### src/rtl/inst_fetch_controller.sv
// Instruction fetch front-end: owns the PC, reads the combinational
// instruction memory, and buffers fetched words in a small prefetch FIFO
// presented to decode over a valid/ready handshake. Illegal fetches
// enqueue a fault entry and halt; a redirect flushes and restarts.
module inst_fetch_controller #(
  parameter logic [63:0] RESET_PC  = 64'h0,
  parameter int          MEM_BYTES = 152,
  parameter int          DEPTH     = 2
) (
  input  logic        clk,
  input  logic        reset,
  output logic [63:0] inst_address,
  input  logic [31:0] instruction,
  output logic        fetch_valid,
  input  logic        fetch_ready,
  output logic [63:0] fetch_pc,
  output logic [31:0] fetch_inst,
  output logic        fetch_fault,
  input  logic        redirect_valid,
  input  logic [63:0] redirect_pc,
  output logic        halted
);

  localparam int PTR_W = (DEPTH > 1) ? $clog2(DEPTH) : 1;
  localparam int CNT_W = PTR_W + 1;
  localparam logic [63:0]      LAST_ADDR = 64'(MEM_BYTES - 4);
  localparam logic [CNT_W-1:0] FULL_CNT  = CNT_W'(DEPTH);

  typedef enum logic {RUN, HALT} state_t;

  state_t state_q, state_d;

  logic [63:0]      pc_q;
  logic [PTR_W-1:0] rd_ptr, wr_ptr;
  logic [CNT_W-1:0] count;

  logic [63:0] pc_mem    [DEPTH];
  logic [31:0] inst_mem  [DEPTH];
  logic        fault_mem [DEPTH];

  logic legal, pop, push;

  // Word-aligned and inside memory; the upper bound also guards against
  // ever reaching the 64-bit wrap of pc+4.
  function automatic logic addr_legal(input logic [63:0] a);
    return (a[1:0] == 2'b00) && (a <= LAST_ADDR);
  endfunction

  assign legal = addr_legal(pc_q);
  assign pop   = fetch_valid && fetch_ready;
  // A redirect suppresses the push of the stale PC in its cycle.
  assign push  = (state_q == RUN) && !redirect_valid &&
                 ((count < FULL_CNT) || pop);

  // Next-state: redirect always restarts, an illegal fetch halts.
  always_comb begin
    state_d = state_q;
    if (redirect_valid) begin
      state_d = RUN;
    end else if (push && !legal) begin
      state_d = HALT;
    end
  end

  // FSM state register.
  always_ff @(posedge clk) begin
    if (reset) begin
      state_q <= RUN;
    end else begin
      state_q <= state_d;
    end
  end

  // PC and FIFO bookkeeping; redirect flushes after any same-cycle pop.
  always_ff @(posedge clk) begin
    if (reset) begin
      pc_q   <= RESET_PC;
      rd_ptr <= '0;
      wr_ptr <= '0;
      count  <= '0;
    end else if (redirect_valid) begin
      pc_q   <= redirect_pc;
      rd_ptr <= '0;
      wr_ptr <= '0;
      count  <= '0;
    end else begin
      if (push) begin
        wr_ptr <= wr_ptr + PTR_W'(1);
        if (legal) begin
          pc_q <= pc_q + 64'd4;
        end
      end
      if (pop) begin
        rd_ptr <= rd_ptr + PTR_W'(1);
      end
      case ({push, pop})
        2'b10:   count <= count + CNT_W'(1);
        2'b01:   count <= count - CNT_W'(1);
        default: count <= count;
      endcase
    end
  end

  // Entry storage; contents are meaningless until counted valid.
  always_ff @(posedge clk) begin
    if (push) begin
      pc_mem[wr_ptr]    <= pc_q;
      inst_mem[wr_ptr]  <= legal ? instruction : 32'h0;
      fault_mem[wr_ptr] <= !legal;
    end
  end

  assign inst_address = pc_q;
  assign fetch_valid  = (count != '0);
  assign fetch_pc     = fetch_valid ? pc_mem[rd_ptr]    : 64'h0;
  assign fetch_inst   = fetch_valid ? inst_mem[rd_ptr]  : 32'h0;
  assign fetch_fault  = fetch_valid ? fault_mem[rd_ptr] : 1'b0;
  assign halted       = (state_q == HALT);

endmodule

### config.mk
export PLATFORM = sky130hd
export DESIGN_NAME = inst_fetch_controller
export DESIGN_NICKNAME = d
export VERILOG_FILES = /design/src/rtl/inst_fetch_controller.sv
export SDC_FILE = /design/constraint.sdc
export NUM_CORES = 1
export LEC_CHECK = 0
export CORE_MARGIN = 2
export CORE_UTILIZATION = 35
export DETAILED_ROUTE_END_ITERATION = 8
export GPL_TIMING_DRIVEN = 1
export HOLD_SLACK_MARGIN = 0.15
export MAX_ROUTING_LAYER = met4
export SYNTH_ARGS = -nofsm -noshare
export SYNTH_HDL_FRONTEND = slang
export SYNTH_SLANG_ARGS = --single-unit
### constraint.sdc
create_clock -name clk -period 16.8 [get_ports clk]
set_input_delay 1.68 -clock clk [delete_from_list [all_inputs] [get_ports clk]]
set_output_delay 1.68 -clock clk [all_outputs]
set_load 0.01 [all_outputs]
* Word level (Yosys, flattened, before mapping)
Memory sizes are Yosys's and may differ from the RTL's. A register that Yosys moved wholly into a read port is not among the register bits.
Index checks and enable logic that the tools add are counted.
** Cells by class
- Add/subtract/negate cells :: 5
- Magnitude comparators :: 2
- Equal/unequal tests :: 2
- Mux-type cells :: 16
- Bitwise operators :: 1
- Reduce and logical (&&, ||, !) cells :: 15
** Operator list (count)
- 64-bit 2-to-1 mux :: 4
- 64-bit by 3-bit adder with 64-bit output (second input constant) :: 1
- 64-bit by 8-bit <= comparator with 1-bit output (second input constant) :: 1
- 32-bit 2-to-1 mux :: 2
- 1-bit 2-to-1 mux :: 9
- 2-bit nonzero test :: 4
- 1-bit logical AND :: 5
- 2-bit one-hot mux with 2 select lines :: 1
- 1-bit adder (second input constant) :: 2
- 2-bit by 1-bit adder with 2-bit output (second input constant) :: 1
- 2-bit by 1-bit == test with 1-bit output (second input constant) :: 1
- 2-bit == test (second input constant) :: 1
- 1-bit zero test :: 2
- 2-bit zero test :: 1
- 2-bit < comparator (second input constant) :: 1
- 2-bit AND reduction :: 1
- 2-bit OR reduction :: 1
- 2-bit by 1-bit subtractor with 2-bit output (second input constant) :: 1
- 1-bit logical OR :: 1
- 1-bit NOT :: 1
** Word-level totals
- Register bits after elaboration :: 69
- Bits in writable memories :: 194
- Input port bits :: 100
- Output and inout port bits :: 163
- Word-level logic and storage cells :: 49
- Memories kept :: 3
** Memory list
- pc_mem :: depth 2, bits a word 64, rd ports 1, clocked after Yosys merged registers in 1, write ports 1, line 37 : logic [63:0] pc_mem [DEPTH];
- inst_mem :: depth 2, bits a word 32, rd ports 1, clocked after Yosys merged registers in 1, write ports 1, line 38 : logic [31:0] inst_mem [DEPTH];
- fault_mem :: depth 2, bits a word 1, rd ports 1, clocked after Yosys merged registers in 1, write ports 1, line 39 : logic fault_mem [DEPTH];

* Logic depth before layout (Yosys ltp)
- Depth in word-level cells :: 6
- Mapped depth :: 9
- Depth with buffers taken out :: 8

* Worst setup path before layout
OpenSTA, ideal clock, no wires.
- Path type :: input to register
- From :: input redirect_valid
- To :: memory fault_mem[0] (enable)
- Library setup time :: 0.553 ns
- Data arrival time :: 6.236 ns
- Path slack :: 10.011 ns
- Cell stages on the path :: 5
- Path buffers :: 1
- Cell sequence :: clkbuf_1 -> nor2_1 -> o21a_1 -> inv_1 -> nor2_1
** Between the ends
- Cells in the longest elaborated chain, start to end :: 5
** Ends and longest elaborated chain
- start, declared :: line 19 : input logic redirect_valid,
- 1-bit zero test :: line 52 : assign push = (state_q == RUN) && !redirect_valid &&
- 1-bit logical AND (2 in series) :: line 52
- 1-bit 2-to-1 mux :: line 106 : if (push) begin
- 1-bit 2-to-1 mux (not written as such) :: line 109 : fault_mem[wr_ptr] <= !legal;
- end, declared :: line 39
No other way between the ends.

==> flow_metrics.py <==
metrics = {
    "status": {
        "status": "finished, final reports clean",
    },
    "route": {
        "vias": 6591,
        "viasPerCell": 4.70,
        "drt_wl_total_mm": 25.7,
        "ant_nets": 0,
        "drc": 0,
        "initialDrtViolationCount": 332,
        "first_pass_iters": 4,
        "post_drt_wl_per_cell_um": 18.3,
    },
    "global_routing": {
        "grt_max_degree": 99,
        "grtUsageTotal": 0.167,
        "grt-ovfl-total": 0,
        "grt_pass1_wl_mm": 39.0,
        "grt_pass1_vias": 6586,
        "grt_antenna_before_repair": 0,
    },
    "cts": {
        "clkLatencyLatePin_ns": 0.52,
        "htree_levels": 1,
        "clkTransAtPathRegs_ns": 0.06,
        "hold_buffers": 0,
        "clkSinkCount": 264,
        "cts-root-buf": "clkbuf_16",
        "numCtsBuffers": 29,
        "clockBufferDepth": 3,
        "post_cts_buffers": 0,
        "cts_tree": "done",
        "cts.repair.resized": 0,
    },
    "setup_path": {
        "crit_fanout": 61,
        "criticalPathCategory": "flop to primary output",
        "max_stage_delay_ns": 0.93,
        "cp.arrival_ns": 3.29,
        "crit_chain": "buf_4 > mux2i_1 > nor2_1 > clkdlybuf4s50_1",
        "rrSetupSlack_ns": 14.20,
        "critPathLaunchType": "flop",
        "slowest_stage": "buf_4",
        "cp.required_ns": 15.12,
        "end_kind": "primary output",
    },
    "timing": {
        "fin_setup_tns_ns": 0,
        "slew_violations": 0,
        "tightest_slew_ns": 1.13,
        "fmax_mhz": 201,
        "fin_crit_ns": 4.97,
        "hold_viol_final": 0,
        "slew_headroom": 0.246,
        "fin_crit_sh": 0.296,
        "skew_ns": 0.0133,
        "rsz0062_at_grt": "no",
        "setup_ws_ns": 11.83,
        "finalSetupViolations": 0,
    },
    "power_and_ir_drop": {
        "p_sw_frac": 0.217,
        "seqPwrFrac": 0.486,
        "p_switching_uw": 337,
        "power.clock.fraction": 0.413,
        "p_per_area_mw_per_mm2": 108,
        "vdd_drop_max_mv": 0.0676,
        "power.internal_uw": 1210,
        "comb_power_share": 0.101,
        "p_leak_uw": 0.00515,
    },
    "place": {
        "portBuffers": 262,
        "placed_area_mm2": 0.0133,
        "dpl.cell_count": 1347,
        "dp_hpwl_mm": 16.1,
        "dpl_worst_slack_ns": 12.34,
        "place_congestion": 0.726,
    },
    "floorplan": {
        "dieArea_mm2": 0.0309,
        "core_mm2": 0.0289,
        "die_w_um": 176,
        "top_level_ports": 263,
        "die_h_um": 176,
        "start_util": 0.358,
        "rows": 62,
    },
    "flow_run": {
        "cap_violations": 0,
    },
    "synthesis": {
        "synth-seq-cells": 264,
        "ys_types": 32,
        "synth_top_area_frac": 0.565,
        "syn_area_per_cell_um2": 14.0,
        "syn_nets": 840,
        "synthTopCellsByArea": "edfxtp_1, mux2i_1, dfxtp_1, nor2_1, and3_1",
        "syn_inst": 736,
        "ys_warn_count": 0,
        "yosysSeqAreaShare": 0.700,
        "synth_top_area_cell": "edfxtp_1",
        "synth_area_mm2": 0.0103,
    },
    "final_layout": {
        "final_nets": 1098,
        "finish.utilization": 0.496,
        "layout.cells.non_filler": 1401,
        "drive_gt1_frac": 0.0620,
        "area_growth_pct": 38.8,
        "fin_area_mm2": 0.0143,
    },
    "worst_hold_path": {
        "min_path_type": "flop to flop",
    },
}
==> per-layer routing <==
metal / track usage / vias to the layer above / share of wire
met1: 0.218 / 3148 / 0.45
met4: 0.0296 / 0 / 0.016
met5: - / - / 0
met3: 0.0517 / 31 / 0.083
li1: - / 3198 / -
met2: 0.260 / 214 / 0.45
==> placed cells by master (no fill, tap or decap), types with 4 or more instances in the layout <==
cell,n
dfxtp_1,69
nor3_1,11
clkdlybuf4s50_1,260
mux2i_1,155
and2_1,5
nor2_1,159
ha_1,4
and3_1,34
edfxtp_1,194
clkinv_2,4
clkbuf_16,29
clkbuf_1,9
inv_1,8
buf_4,10
bufinv_16,4
nor4_1,13
clkbuf_8,5
xnor2_1,6
==> cells by family after synthesis <==
group / Yosys count / share of synthesized area
DFF: 264 / 0.700
and+or+nand+nor: 238 / 0.105
muxes: 155 / 0.150
buffers and inverters: 52 / 0.0201
AOI/OAI and AO/OA: 15 / 0.0126
xor gates and xnor gates: 8 / 0.00679
adders and majority gates: 4 / 0.00485
==> registers in the layout, indices dropped and copies added, names as in the netlist, named ones only <==
signal / count
inst_mem: 64
fault_mem: 2
pc_mem: 128
inst_address: 64
rd_ptr: 1
wr_ptr: 1
count: 2
halted: 1
==> per-stage QoR <==
step / total power (uW) / hold WS [ns]
global placement: 926 / 0.478
detailed placement: 928 / 0.491
CTS: 1570 / 0.506
global route: 1610 / 0.529
finish: 1550 / 0.504
floorplan: 835 / 0.520
==> power by group through the flow <==
| stage | registers (uW) | logic (uW) | clock network [uW] |
|---|---|---|---|
| 2_1_floorplan | 767 | 67.7 | 0 |
| 3_3_place_gp | 767 | 158 | 0 |
| 3_5_place_dp | 769 | 159 | 0 |
| 4_1_cts | 755 | 160 | 659 |
| 5_1_grt | 759 | 170 | 684 |
| 6_report | 754 | 156 | 640 |
==> area by class of cell <==
type                            instances  area (um2)
Multi-Input combinational cell        420        2920
Fill cell                            2601       14500
Antenna cell                            1        2.50
Tap cell                              384         480
Timing Repair Buffer                  271        2680
Sequential cell                       264        7230
Clock inverter                         10         148
Inverter                                8        30.0
Clock buffer                           43         828
==> path summary, 6_finish.rpt <==
check / startpoint / end / cells after the start
max reg2reg: inst_address[23]$_SDFFE_PP0P_ / inst_address[2]$_SDFFE_PP0P_ / 5
max: flop / fetch_inst[13] / 4
min reg2reg: halted$_SDFFE_PP0P_ / halted$_SDFFE_PP0P_ / 1
min: halted$_SDFFE_PP0P_ / halted$_SDFFE_PP0P_ / 1
==> worst max-delay path, delay by kind of cell, from the launching register on <==
| kind | cells | cell delay [ns] |
|---|---|---|
| DFF | 1 | 0.78 |
| and+or+nand+nor | 1 | 0.15 |
| buffers and inverters | 2 | 1.48 |
| muxes | 1 | 0.28 |
==> cells in the mapped netlist <==
library cell  number
edfxtp_1         194
nor2_1           161
mux2i_1          155
dfxtp_1           70
and3_1            34
clkbuf_1          26
nor4_1            13
nor3_1            11
buf_2             10
buf_1              8
inv_1              8
and2_1             6
xnor2_1            6
ha_1               4
a211oi_1           3
nand3_1            3
nand4_1            3
a221oi_1           2
a311oi_1           2
nand2_1            2
nor4_2             2
o21a_1             2
xor2_1             2
a2111oi_0          1
a21oi_1            1
a311oi_2           1
nor2_2             1
nor3b_1            1
o21ai_0            1
o221a_1            1
o31ai_2            1
or4_4              1
Power figures use the tool's default switching activity.
